==> config.mk <==
export PLATFORM = sky130hd
export DESIGN_NAME = mux_arb_nto1_flat
export DESIGN_NICKNAME = d
export VERILOG_FILES = /design/src/rtl/mux_arb_nto1_if.sv /design/src/rtl/mux_arb_nto1.sv /design/src/flat_wrapper.sv
export SDC_FILE = /design/constraint.sdc
export NUM_CORES = 1
export LEC_CHECK = 0
export BUFFER_PORTS_ARGS = -buffer_cell sky130_fd_sc_hd__buf_2
export CAP_MARGIN = 20
export CORE_MARGIN = 5
export CORE_UTILIZATION = 43
export CTS_CLUSTER_DIAMETER = 100
export DETAILED_ROUTE_END_ITERATION = 8
export PLACE_DENSITY = 0.79
export SLEW_MARGIN = 10
export SYNTH_ARGS = -nofsm -noshare
export SYNTH_HDL_FRONTEND = slang
export SYNTH_SLANG_ARGS = --single-unit
==> constraint.sdc <==
create_clock -name clk -period 3.6 [get_ports clk]
set_clock_uncertainty 0.05 [all_clocks]
set_input_delay 1.08 -clock clk [delete_from_list [all_inputs] [get_ports clk]]
set_output_delay 1.08 -clock clk [all_outputs]
set_load 0.05 [all_outputs]
==> src/rtl/mux_arb_nto1_if.sv <==
// Handshake bundle between N producers, the channel mux/arbiter and one consumer.
// The slave modport is the mux itself; the master modport is the producer/consumer side.
interface mux_arb_nto1_if #(
    parameter int N     = 4,
    parameter int WIDTH = 8,
    localparam int SELW = (N > 1) ? $clog2(N) : 1
);

    logic [N-1:0]       in_valid;
    logic [N*WIDTH-1:0] in_data;
    logic [N-1:0]       in_ready;
    logic               out_valid;
    logic [WIDTH-1:0]   out_data;
    logic [SELW-1:0]    out_ch;
    logic               out_ready;

    modport slave (
        input  in_valid,
        input  in_data,
        output in_ready,
        output out_valid,
        output out_data,
        output out_ch,
        input  out_ready
    );

    modport master (
        output in_valid,
        output in_data,
        input  in_ready,
        input  out_valid,
        input  out_data,
        input  out_ch,
        output out_ready
    );

endinterface

==> src/rtl/mux_arb_nto1.sv <==
// N-to-1 channel mux with a single registered output stage and valid/ready on every port.
// The grant source is chosen at runtime: external select, round-robin, fixed priority or hold.
module mux_arb_nto1 #(
    parameter int N     = 4,
    parameter int WIDTH = 8,
    localparam int SELW = (N > 1) ? $clog2(N) : 1
) (
    input  logic            clk,
    input  logic            rst_n,
    input  logic [1:0]      mode,
    input  logic [SELW-1:0] sel,
    mux_arb_nto1_if.slave   bus
);

    localparam int SELN = 1 << SELW;

    typedef enum logic [1:0] {
        MODE_EXT  = 2'b00,
        MODE_RR   = 2'b01,
        MODE_PRIO = 2'b10,
        MODE_HOLD = 2'b11
    } mode_t;

    logic [SELN-1:0]  valid_ext;
    logic             grant_any;
    logic [SELW-1:0]  grant_idx;
    logic [SELW-1:0]  cand;
    logic [WIDTH-1:0] grant_data;
    logic             load_en;
    logic             transfer;

    logic             out_valid_q;
    logic [WIDTH-1:0] out_data_q;
    logic [SELW-1:0]  out_ch_q;
    logic [SELW-1:0]  rr_ptr;

    // valid_ext is zero-padded to a power of two so an out-of-range select reads 0 and never grants.
    always_comb begin
        valid_ext          = '0;
        valid_ext[N-1:0]   = bus.in_valid;
        grant_any          = 1'b0;
        grant_idx          = '0;
        cand               = '0;
        case (mode_t'(mode))
            MODE_EXT: begin
                if (valid_ext[sel]) begin
                    grant_any = 1'b1;
                    grant_idx = sel;
                end
            end
            MODE_RR: begin
                for (int k = 1; k <= N; k++) begin
                    cand = SELW'((int'(rr_ptr) + k) % N);
                    if (!grant_any && valid_ext[cand]) begin
                        grant_any = 1'b1;
                        grant_idx = cand;
                    end
                end
            end
            MODE_PRIO: begin
                for (int i = N - 1; i >= 0; i--) begin
                    if (bus.in_valid[i]) begin
                        grant_any = 1'b1;
                        grant_idx = SELW'(i);
                    end
                end
            end
            default: begin
            end
        endcase
    end

    always_comb begin
        grant_data = '0;
        for (int i = 0; i < N; i++) begin
            if (grant_idx == SELW'(i)) begin
                grant_data = bus.in_data[i*WIDTH +: WIDTH];
            end
        end
    end

    // rst_n gates the ready path so no producer sees a handshake while the block is held in reset.
    assign load_en  = !out_valid_q || bus.out_ready;
    assign transfer = rst_n && load_en && grant_any;

    always_comb begin
        bus.in_ready = '0;
        for (int i = 0; i < N; i++) begin
            bus.in_ready[i] = transfer && (grant_idx == SELW'(i));
        end
    end

    always_ff @(posedge clk or negedge rst_n) begin
        if (!rst_n) begin
            out_valid_q <= 1'b0;
            out_data_q  <= '0;
            out_ch_q    <= '0;
            rr_ptr      <= SELW'(N - 1);
        end else begin
            if (transfer) begin
                out_valid_q <= 1'b1;
                out_data_q  <= grant_data;
                out_ch_q    <= grant_idx;
                if (mode_t'(mode) == MODE_RR) begin
                    rr_ptr <= grant_idx;
                end
            end else if (bus.out_ready) begin
                out_valid_q <= 1'b0;
            end
        end
    end

    assign bus.out_valid = out_valid_q;
    assign bus.out_data  = out_data_q;
    assign bus.out_ch    = out_ch_q;

endmodule

==> src/flat_wrapper.sv <==
// flat-port wrapper written by rule: the top's interface ports become plain ports
module mux_arb_nto1_flat 
#(
    parameter int N     = 4,
    parameter int WIDTH = 8,
    localparam int SELW = (N > 1) ? $clog2(N) : 1
)
  (clk, rst_n, mode, sel, bus_in_valid, bus_in_data, bus_in_ready, bus_out_valid, bus_out_data, bus_out_ch, bus_out_ready);
  mux_arb_nto1_if #(.N(N), .WIDTH(WIDTH)) bus_i ();
  input  logic clk;
  input  logic rst_n;
  input  logic [1:0] mode;
  input  logic [SELW-1:0] sel;
  input wire logic [$bits(bus_i.in_valid)-1:0] bus_in_valid;
  input wire logic [$bits(bus_i.in_data)-1:0] bus_in_data;
  output wire logic [$bits(bus_i.in_ready)-1:0] bus_in_ready;
  output wire logic [$bits(bus_i.out_valid)-1:0] bus_out_valid;
  output wire logic [$bits(bus_i.out_data)-1:0] bus_out_data;
  output wire logic [$bits(bus_i.out_ch)-1:0] bus_out_ch;
  input wire logic [$bits(bus_i.out_ready)-1:0] bus_out_ready;
  assign bus_i.in_valid = bus_in_valid;
  assign bus_i.in_data = bus_in_data;
  assign bus_in_ready = bus_i.in_ready;
  assign bus_out_valid = bus_i.out_valid;
  assign bus_out_data = bus_i.out_data;
  assign bus_out_ch = bus_i.out_ch;
  assign bus_i.out_ready = bus_out_ready;
  mux_arb_nto1 #(.N(N), .WIDTH(WIDTH)) u_core (.clk(clk), .rst_n(rst_n), .mode(mode), .sel(sel), .bus(bus_i));
endmodule
==> results by group, run 1 <==
Synthesis
  – Asr flop ratio synth: 100%
  – FF+latch count, synth: 13
  – Ys flop type: dfrtp_1
  – Top cells by area, synth: dfrtp_1 (28%), mux2i_1 (19%), o221ai_1 (6.1%), buf_6 (5.6%), dfstp_2 (5.3%)
  – Cells after Synth: slightly above 100
  – Yosys top cell area share: 27.6%
  – Yosys warning total: 0
  – Synth Cell Area: 998 sq um
  – Post-synth top area cell: dfrtp_1
  – Number of flops mapped to enable cells by yosys: 0
  – Register area share after synthesis: 32.8%
  – Post-synthesis cell type count: 28
  – Syn_area_per_cell: approximately 10 sq um
  – Post-synth net total: 145

Setup path
  – Crit Path Category: in -> out
  – Critical Path AT: around 2.4 ns
  – Crit end category: primary output
  – Worst-path maximum fanout: 6
  – Required time of the critical path: 2.47 ns
  – CP startpoint kind: primary input

Power
  – Reg power frac: 31.4%
  – Power density cells: between 400 and 500 mW/mm^2
  – Max VDD drop: 0.304 mV
  – Sw frac: 46.4%
  – Combinational Power Share: 56.1%
  – P_int: 0.394 mW
  – Part of the power in the clock network: 12.5%
  – Pleak: 0.753 nW
  – Sw power: 0.341 mW
  – Total power: 0.735 mW

Clocking
  – H-tree depth: 1
  – CTS tree: yes
  – Worst skew pair latency: approximately 0.28 ns
  – CTS sink count: 13
  – CTS Root Cell: clkbuf_4
  – CTS max path bufs: 2
  – TritonCTS buffer count: 3
  – Clock slew seen by the registers of the worst setup and hold paths: 0.07 ns

Timing
  – Setup ws final: 0.0364 ns
  – Least-Margin Pin Slew: 0.368 ns
  – Min Tclk post-route: 3.56 ns
  – Final Slew Violations: 0
  – Count of final setup violators: 0
  – Setup TNS: 0 ns
  – Tcrit/Tclk final: 99.0%
  – Max Freq: 281 MHz
  – Final Hold Viols: 0
  – Worst slew margin: 75.5%

Die
  – Chip height: 58.2 um
  – Cell Rows: 17
  – Die ar.: ~0.0034 sq mm
  – Die Wd: 58.2 um
  – Starting Density: between 40% and 50%
  – I/O pin total: 58
  – Core area: 0.00221 sq mm

Hold path
  – HP Class: reg -> reg

Global routing
  – Initial antenna violation count: 0
  – Total congestion overflow: 0
  – Vias in the first global route: 1128
  – First-pass GRT wire length: 4.83 mm
  – GRT Total Usage: between 10% and 20%
  – Pin count of the biggest net entering global routing: 20

Final layout
  – Area Overhead vs Synth: 53.1%
  – Fin area: 0.00153 sq mm
  – Fin nets: 213
  – Share of cells above drive strength 1: 58.0%
  – Antenna cell count: 0

Place
  – Place WS: -0.215 ns
  – HPWL after detailed placement: 2.23 mm
  – Port bufs: 57
  – Routability Congestion: 0.772
  – Post-DP Area: 0.00135 sq mm

Drt
  – DR vias: 1085
  – Final WL: between 2 and 3 mm
  – Starting DRT DRC Count: 25
  – Routed wire per std cell: 15.1 um
  – Met3 Routed Length: roughly 230 um
  – DRT Pass-1 Iters: 4
  – Via/cell ratio: approximately 5.5
  – Top Layer Used: met4
  – Routed met2 length: 1.50 mm
  – Routed Antenna Nets: 0
  – DRC viols: 0
  – Met1 WL: 1.18 mm

Flow run
  – # Max-Cap Violations: 0

Outcome
  – Outcome: completed
==> sequential cells by signal, indices dropped and copies added (netlist names) <==
| signal | flops |
|---|---|
| u_core.rr_ptr | 2 |
| u_core.bus.out_ch | 2 |
| u_core.bus.out_valid | 1 |
| u_core.bus.out_data | 8 |
==> worst paths after layout <==
path,slack (ns),from,cells after the start,to
max in group asynchronous,2.57,rst_n,2,u_core.rr_ptr[1]$_DFFE_PN1P_
worst min-delay path,0.44,u_core.bus.out_data[2]$_DFFE_PN0N_,2,u_core.bus.out_data[2]$_DFFE_PN0N_
min in group asynchronous,0.70,rst_n,2,u_core.bus.out_data[0]$_DFFE_PN0N_
worst min register to register,0.44,u_core.bus.out_data[2]$_DFFE_PN0N_,2,u_core.bus.out_data[2]$_DFFE_PN0N_
worst max-delay path,0.04,bus_in_valid[1],7,bus_in_ready[2]
worst max register to register,1.30,u_core.rr_ptr[1]$_DFFE_PN1P_,9,u_core.bus.out_data[5]$_DFFE_PN0N_
==> metrics by stage <==
stage,hold WS [ns],util [%],instances
after global placement,0.418,60.9,190
final,0.444,69.1,197
after detailed placement,0.413,60.9,190
after global routing,0.453,69.1,197
after floorplan,0.584,-,102
after CTS,0.443,65.1,194
==> critical path, stage by stage <==
cell and delay (ns):
buf_2 0.14, o41ai_2 0.41, o41ai_2 0.14, o2111ai_2 0.27
nand2b_4 0.20, nor2_2 0.05, buf_6 0.15
==> kinds of logic (layout without fill, tap and decap cells) <==
kind of cell,after synthesis,after routing,share of synthesized area [%]
AOI/OAI and AO/OA,19,19,17.2
xor gates and xnor gates,2,2,1.75
buffers and inverters,8,75,7.02
DFF,13,13,32.8
muxes,22,22,22.4
and+or+nand+nor,38,38,18.8
==> power by group through the flow <==
stage / logic (mW) / clock network [mW] / registers (mW)
6_report: 0.412 / 0.0917 / 0.231
4_1_cts: 0.392 / 0.0933 / 0.230
3_3_place_gp: 0.367 / 0 / 0.230
5_1_grt: 0.442 / 0.0986 / 0.238
3_5_place_dp: 0.377 / 0 / 0.231
2_1_floorplan: 0.151 / 0 / 0.357
==> repair_timing <==
action / 4_1_cts / 5_1_grt
resized for setup: 16 / 17
hold buffers: 0 / 0
buffers inserted: 0 / 3
setup endpoints to repair: 4 / 4
pin swaps: 3 / 9
==> layout make-up <==
class / instances / area [sq um]
Fill cell: 182 / 683
Multi-Input combinational cell: 81 / 702
Tap cell: 28 / 35.0
Sequential cell: 13 / 328
Clock buffer: 4 / 26.3
Inverter: 1 / 3.75
Timing Repair Buffer: 70 / 434
==> routing by layer <==
| layer | global-route usage, % | vias to the layer above |
|---|---|---|
| li1 | - | 509 |
| met1 | 20.9 | 524 |
| met2 | 32.4 | 45 |
| met3 | 3.79 | 7 |
| met4 | 8.94 | 0 |
| met5 | 0 | - |
==> cell usage in the layout (no fill, tap or decap), drive strengths merged <==
cell type and instances:
a211oi 1, a21oi 2, a221o 1, a2bb2oi 2, a311oi 1, buf 69, clkbuf 5, dfrtp 11
dfstp 2, inv 1, mux2 3, mux2i 19, nand2 14, nand2b 5, nor2 10, nor2b 2
nor3 1, nor3b 1, o2111ai 1, o221ai 9, o41ai 2, or2 2, or2b 2, or3 1
xor2 2
==> synthesized netlist by cell type, drive strengths merged (3+ instances only) <==
master   n
mux2i   19
nand2   14
dfrtp   11
nor2    10
o221ai   9
buf      7
nand2b   5
mux2     3
(Power assumes the default switching activity.)
==> run 2, diff against run 1 <==
CORE_UTILIZATION = 46   (was 43)
PLACE_DENSITY = 0.84   (was 0.79)
clock period = 4.5 ns   (was 3.6 ns; I/O delays follow)
==> run 2 against run 1 <==
Die area fell by 5.4%. Setup slack improved by 0.19 ns. Combinational power fell by 29%. Wire length fell by 5.9%. Non-clock buffer count fell by 10. Clock power fell by 21%. Largest cell class unchanged.
==> results by group, run 2 (synthesized netlist as in run 1, its figures left out) <==
Outcome
  – Outcome: completed

Drt
  – DR vias: 1025
  – Routed Antenna Nets: 0
  – Met3 Routed Length: between 150 and 200 um
  – DRT Pass-1 Iters: 4
  – DRC viols: 0
  – Final WL: between 2 and 3 mm
  – Starting DRT DRC Count: 23
  – Met1 WL: 978 um
  – Routed wire per std cell: approximately 15 um
  – Routed met2 length: about 1.6 mm
  – Via/cell ratio: 5.51
  – Top Layer Used: met4

Setup path
  – CP startpoint kind: primary input
  – Buffers & Inverters on Critical Path: 3
  – Flop-to-flop setup slack: 2.31 ns
  – Critical Path AT: between 2 and 3 ns
  – Crit-path slowest cell: buf_4
  – Crit end category: primary output
  – Crit Path Category: in -> out
  – Top delay family on crit path: simple AND/OR/NAND/NOR gates
  – Launch point of the worst reg-to-reg path: u_core.rr_ptr[1]$_DFFE_PN1P_
  – Worst-path maximum fanout: 19
  – Most frequent cell on the critical path: buf_2
  – Crit path launch: mode[1]
  – Critical path, cell by cell: buf_2, nor3b_1, a21oi_1, nor3_1, or3_1, buf_4, nand2b_1, nor2b_1, buf_2
  – Required time of the critical path: 3.10 ns
  – CP max stage delay: 0.28 ns

Die
  – Die Wd: roughly 57 um
  – Starting Density: 49.4%
  – I/O pin total: 58
  – Core area: between 0.002 and 0.0025 sq mm
  – Die ar.: 0.00320 sq mm
  – Chip height: 56.6 um
  – Cell Rows: 16

Place
  – Port bufs: between 50 and 60
  – HPWL after detailed placement: 2.28 mm
  – Routability Congestion: between 0.7 and 0.8
  – # placed instances: 182
  – Post-DP Area: 0.00128 sq mm

Clocking
  – Worst skew pair latency: 0.27 ns
  – CTS sink count: 13
  – H-tree depth: 1
  – CTS Root Cell: clkbuf_4
  – Hold bufs inserted after CTS: 0
  – CTS max path bufs: 2
  – CTS tree: yes
  – Buffers inserted by post-CTS timing repair: 0
  – Post_cts resized: 0
  – TritonCTS buffer count: 3
  – Clock slew seen by the registers of the worst setup and hold paths: 0.08 ns

Timing
  – Max Freq: 234 MHz
  – Worst slew margin: ~76%
  – Final Slew Violations: 0
  – Hold slack: 0.444 ns
  – Setup TNS: 0 ns
  – Final Hold Viols: 0
  – Least-Margin Pin Slew: 0.366 ns
  – Count of final setup violators: 0
  – RSZ-0062 raised after global routing: false
  – Min Tclk post-route: 4.27 ns
  – Tcrit/Tclk final: a little over nine tenths

Power
  – Sw frac: 47.2%
  – Sw power: 0.258 mW
  – Max VDD drop: approximately 0.28 mV
  – Pleak: 0.659 nW
  – Combinational Power Share: between 50 and 60%
  – Power density cells: ~420 mW/mm^2
  – Part of the power in the clock network: 13.3%
  – P_int: 0.289 mW
  – Reg power frac: 33.3%

Final layout
  – Fin area: 0.00131 sq mm
  – Share of cells above drive strength 1: 46.5%
  – Most common cell after layout, fill and taps aside: buf_2
  – Fin nets: 203
  – Area Overhead vs Synth: 30.7%
  – Register Area: 328 sq um
  – Footprint of the multi-input gates: 606 sq um
  – Fillers: about 170
  – Final non-filler cell total: 186
  – Final core occ: 64.5%
  – Max reg flops: 8
  – Antenna cell count: 0
  – Commonest non-fill, non-tap cells in the layout: buf_2 (57), mux2i_1 (19), nand2_1 (14)

Global routing
  – Pin count of the biggest net entering global routing: 20
  – First-pass GRT wire length: 4.42 mm
  – GRT Total Usage: 17.3%
  – Vias in the first global route: 1055
  – Initial antenna violation count: 0
  – Total congestion overflow: 0

Flow run
  – # Max-Cap Violations: 0

Hold path
  – HP Class: reg -> reg
  – HP Start: u_core.bus.out_data[4]$_DFFE_PN0N_
## run 2: cell type report
cell class	count	share of cell area [%]
sequential	13	25.1
tap	27	2.59
inverter	1	0.288
clock buffer	4	2.01
multi-input combinational	81	46.4
timing repair buffer	60	23.6
## run 2: power by group through the flow
stage                     Combinational (mW)  Sequential [mW]  Clock, mW
after global placement                 0.286            0.182          0
after global routing                   0.310            0.187     0.0820
after detailed placement               0.294            0.183          0
after floorplan                        0.118            0.285          0
final                                  0.292            0.182     0.0729
after CTS                              0.294            0.182     0.0747
## run 2: metal layers
layer	track usage, %	vias to the layer above
met4	7.46	0
met3	3.44	6
li1	-	495
met1	17.5	484
met2	33.3	40
met5	0	-
## run 2: worst paths after layout
path | endpoint | depth (start not counted)
setup reg to reg | u_core.bus.out_data[7]$_DFFE_PN0N_ | 6
min in group asynchronous | u_core.bus.out_data[6]$_DFFE_PN0N_ | 2
setup / recovery | bus_in_ready[3] | 9
max in group asynchronous | u_core.rr_ptr[0]$_DFFE_PN1P_ | 2
hold reg to reg | u_core.bus.out_data[4]$_DFFE_PN0N_ | 2
hold / removal | u_core.bus.out_data[4]$_DFFE_PN0N_ | 2
## run 2: through the flow
step / setup WS [ns] / power, mW
finish: 0.227 / 0.547
global route: 0.0781 / 0.580
CTS: 0.211 / 0.551
detailed placement: 0.217 / 0.477
global placement: 0.290 / 0.469
floorplan: 0.157 / 0.404
## run 2: worst register-to-register path, stage by stage (launching register included)
cell	delay, ns
dfstp_2	0.61
nand2b_4	0.15
a211oi_1	0.06
a311oi_1	0.26
a221o_1	0.34
or2b_1	0.40
o221ai_1	0.23
==> run 3, diff against run 2 <==
CAP_MARGIN = unset   (was 20)
CORE_MARGIN = unset   (was 5)
==> run 3 against run 2 <==
Final area up 0.29%. Critical path type unchanged. Critical endpoint is now bus_in_ready[1]. Count of clock-buffer cells in the layout unchanged. Flip-flop and latch count unchanged. Clock power down 3.6%. Register-to-register slack better by 0.06 ns. Setup slack better by 0.020 ns. Non-clock buffer count unchanged. Cell count unchanged. Fmax up 0.48%. Via count down 3.1%.
==> results by group, run 3 (synthesized netlist as in run 1, its figures left out) <==
Outcome
  – Outcome: completed

Power
  – Sw power: 0.255 mW
  – Power density cells: 416 mW/mm^2
  – Reg power frac: about a third
  – Part of the power in the clock network: 12.9%
  – Combinational Power Share: 53.4%
  – Pleak: ~0.66 nW
  – P_int: 0.289 mW
  – Sw frac: 46.9%
  – Max VDD drop: 0.257 mV

Timing
  – Min Tclk post-route: between 4 and 5 ns
  – Least-Margin Pin Slew: between 0.3 and 0.4 ns
  – Setup TNS: 0 ns
  – Final Slew Violations: 0
  – Final Hold Viols: 0
  – Setup ws final: 0.248 ns
  – Count of final setup violators: 0
  – Tcrit/Tclk final: a little over nine tenths
  – RSZ-0062 raised after global routing: false
  – Worst slew margin: 77.2%
  – Hold slack: ~0.44 ns
  – Max Freq: 235 MHz

Final layout
  – Share of cells above drive strength 1: 46.5%
  – Final core occ: 65.4%
  – Footprint of the multi-input gates: slightly above 600 sq um
  – Most common cell after layout, fill and taps aside: buf_2
  – Fin nets: roughly 200
  – Max reg flops: 8
  – Register Area: 328 sq um
  – Antenna cell count: 0
  – Commonest non-fill, non-tap cells in the layout: buf_2 (57), mux2i_1 (19), nand2_1 (14)
  – Fillers: 171
  – Area Overhead vs Synth: 31.1%

Die
  – Chip height: 48.6 um
  – Cell Rows: 16
  – Die ar.: 0.00236 sq mm
  – Core area: 0.00200 sq mm
  – I/O pin total: 58
  – Starting Density: 49.9%
  – Die Wd: 48.6 um

Setup path
  – Buffers & Inverters on Critical Path: 2
  – Most frequent cell on the critical path: buf_2
  – Critical Path AT: 2.85 ns
  – Critical path, cell by cell: buf_2, nor3b_1, a21oi_1, nor3_1, or3_1, or2_2, nor2b_2, buf_2
  – Crit Path Category: in -> out
  – CP startpoint kind: primary input
  – CP max stage delay: ~0.37 ns
  – Worst-path maximum fanout: 7
  – Top delay family on crit path: simple AND/OR/NAND/NOR gates
  – Crit end category: primary output
  – Required time of the critical path: 3.10 ns
  – Crit-path slowest cell: or3_1

Global routing
  – First-pass GRT wire length: roughly 4 mm
  – Initial antenna violation count: 0
  – Vias in the first global route: 971
  – GRT Total Usage: between 20% and 30%
  – Total congestion overflow: 0
  – Pin count of the biggest net entering global routing: 20

Drt
  – Routed Antenna Nets: 0
  – Starting DRT DRC Count: 9
  – Via/cell ratio: 5.34
  – Routed wire per std cell: 12.5 um
  – DR vias: 993
  – DRT Pass-1 Iters: 4
  – Final WL: 2.33 mm
  – DRC viols: 0

Clocking
  – H-tree depth: 1
  – Worst skew pair latency: 0.27 ns
  – TritonCTS buffer count: 3
  – Clock slew seen by the registers of the worst setup and hold paths: 0.07 ns
  – Buffers inserted by post-CTS timing repair: 0
  – CTS tree: yes
  – Hold bufs inserted after CTS: 0
  – CTS Root Cell: clkbuf_4
  – CTS sink count: 13
  – CTS max path bufs: 2

Place
  – Place WS: roughly 0.21 ns
  – Routability Congestion: between 0.8 and 0.9
  – Port bufs: 57
  – HPWL after detailed placement: ~1.9 mm

Hold path
  – HP Class: reg -> reg

Flow run
  – # Max-Cap Violations: 0
-- run 3: worst reg2reg max path, delay by kind of cell, from the launching register on --
family	cells	cell delay, ns
DFF	1	0.60
AOI/OAI and AO/OA	4	0.86
and+or+nand+nor	2	0.54
-- run 3: metal layers --
layer | up-vias | wire (um) | track usage, %
li1 | 493 | - | -
met1 | 461 | 955 | 26.2
met2 | 35 | 1200 | 38.3
met3 | 4 | 143 | 4.72
met4 | 0 | 31 | 5.88
met5 | - | 0 | 0
-- run 3: repair_timing --
action	4_1_cts	5_1_grt
endpoints found under the setup margin	0	1
gates resized for setup	0	1
endpoints found under the hold margin	0	0
-- run 3: worst paths after layout --
path	startpoint	end	slack [ns]	depth (start not counted)
min in group asynchronous	rst_n	u_core.bus.out_valid$_DFFE_PN0P_	0.96	2
worst min-delay path	u_core.bus.out_data[4]$_DFFE_PN0N_	u_core.bus.out_data[4]$_DFFE_PN0N_	0.44	2
worst max-delay path	mode[1]	bus_in_ready[1]	0.25	8
worst min register to register	u_core.bus.out_data[4]$_DFFE_PN0N_	u_core.bus.out_data[4]$_DFFE_PN0N_	0.44	2
worst max register to register	u_core.rr_ptr[1]$_DFFE_PN1P_	u_core.bus.out_data[2]$_DFFE_PN0N_	2.37	6
max in group asynchronous	rst_n	u_core.rr_ptr[0]$_DFFE_PN1P_	3.20	2
-- run 3: cell type report --
class | count | share of cell area (%)
Inverter | 1 | 0.287
Clock buffer | 4 | 2.01
Tap cell | 27 | 2.58
Multi-Input combinational cell | 81 | 46.3
Timing Repair Buffer | 60 | 23.8
Sequential cell | 13 | 25.0
-- run 3: power groups by stage --
stage	clock [mW]	combinational, mW	sequential (mW)
after floorplan	0	0.118	0.285
after global placement	0	0.284	0.183
after detailed placement	0	0.292	0.184
after CTS	0.0734	0.292	0.183
after global routing	0.0794	0.311	0.188
final	0.0703	0.291	0.184
-- run 3: per-stage QoR --
step                std cells  instance area [sq um]  total power, mW
floorplan                 102                   1000            0.404
global placement          182                   1280            0.467
detailed placement        182                   1280            0.476
CTS                       186                   1310            0.548
global route              186                   1310            0.579
finish                    186                   1310            0.545
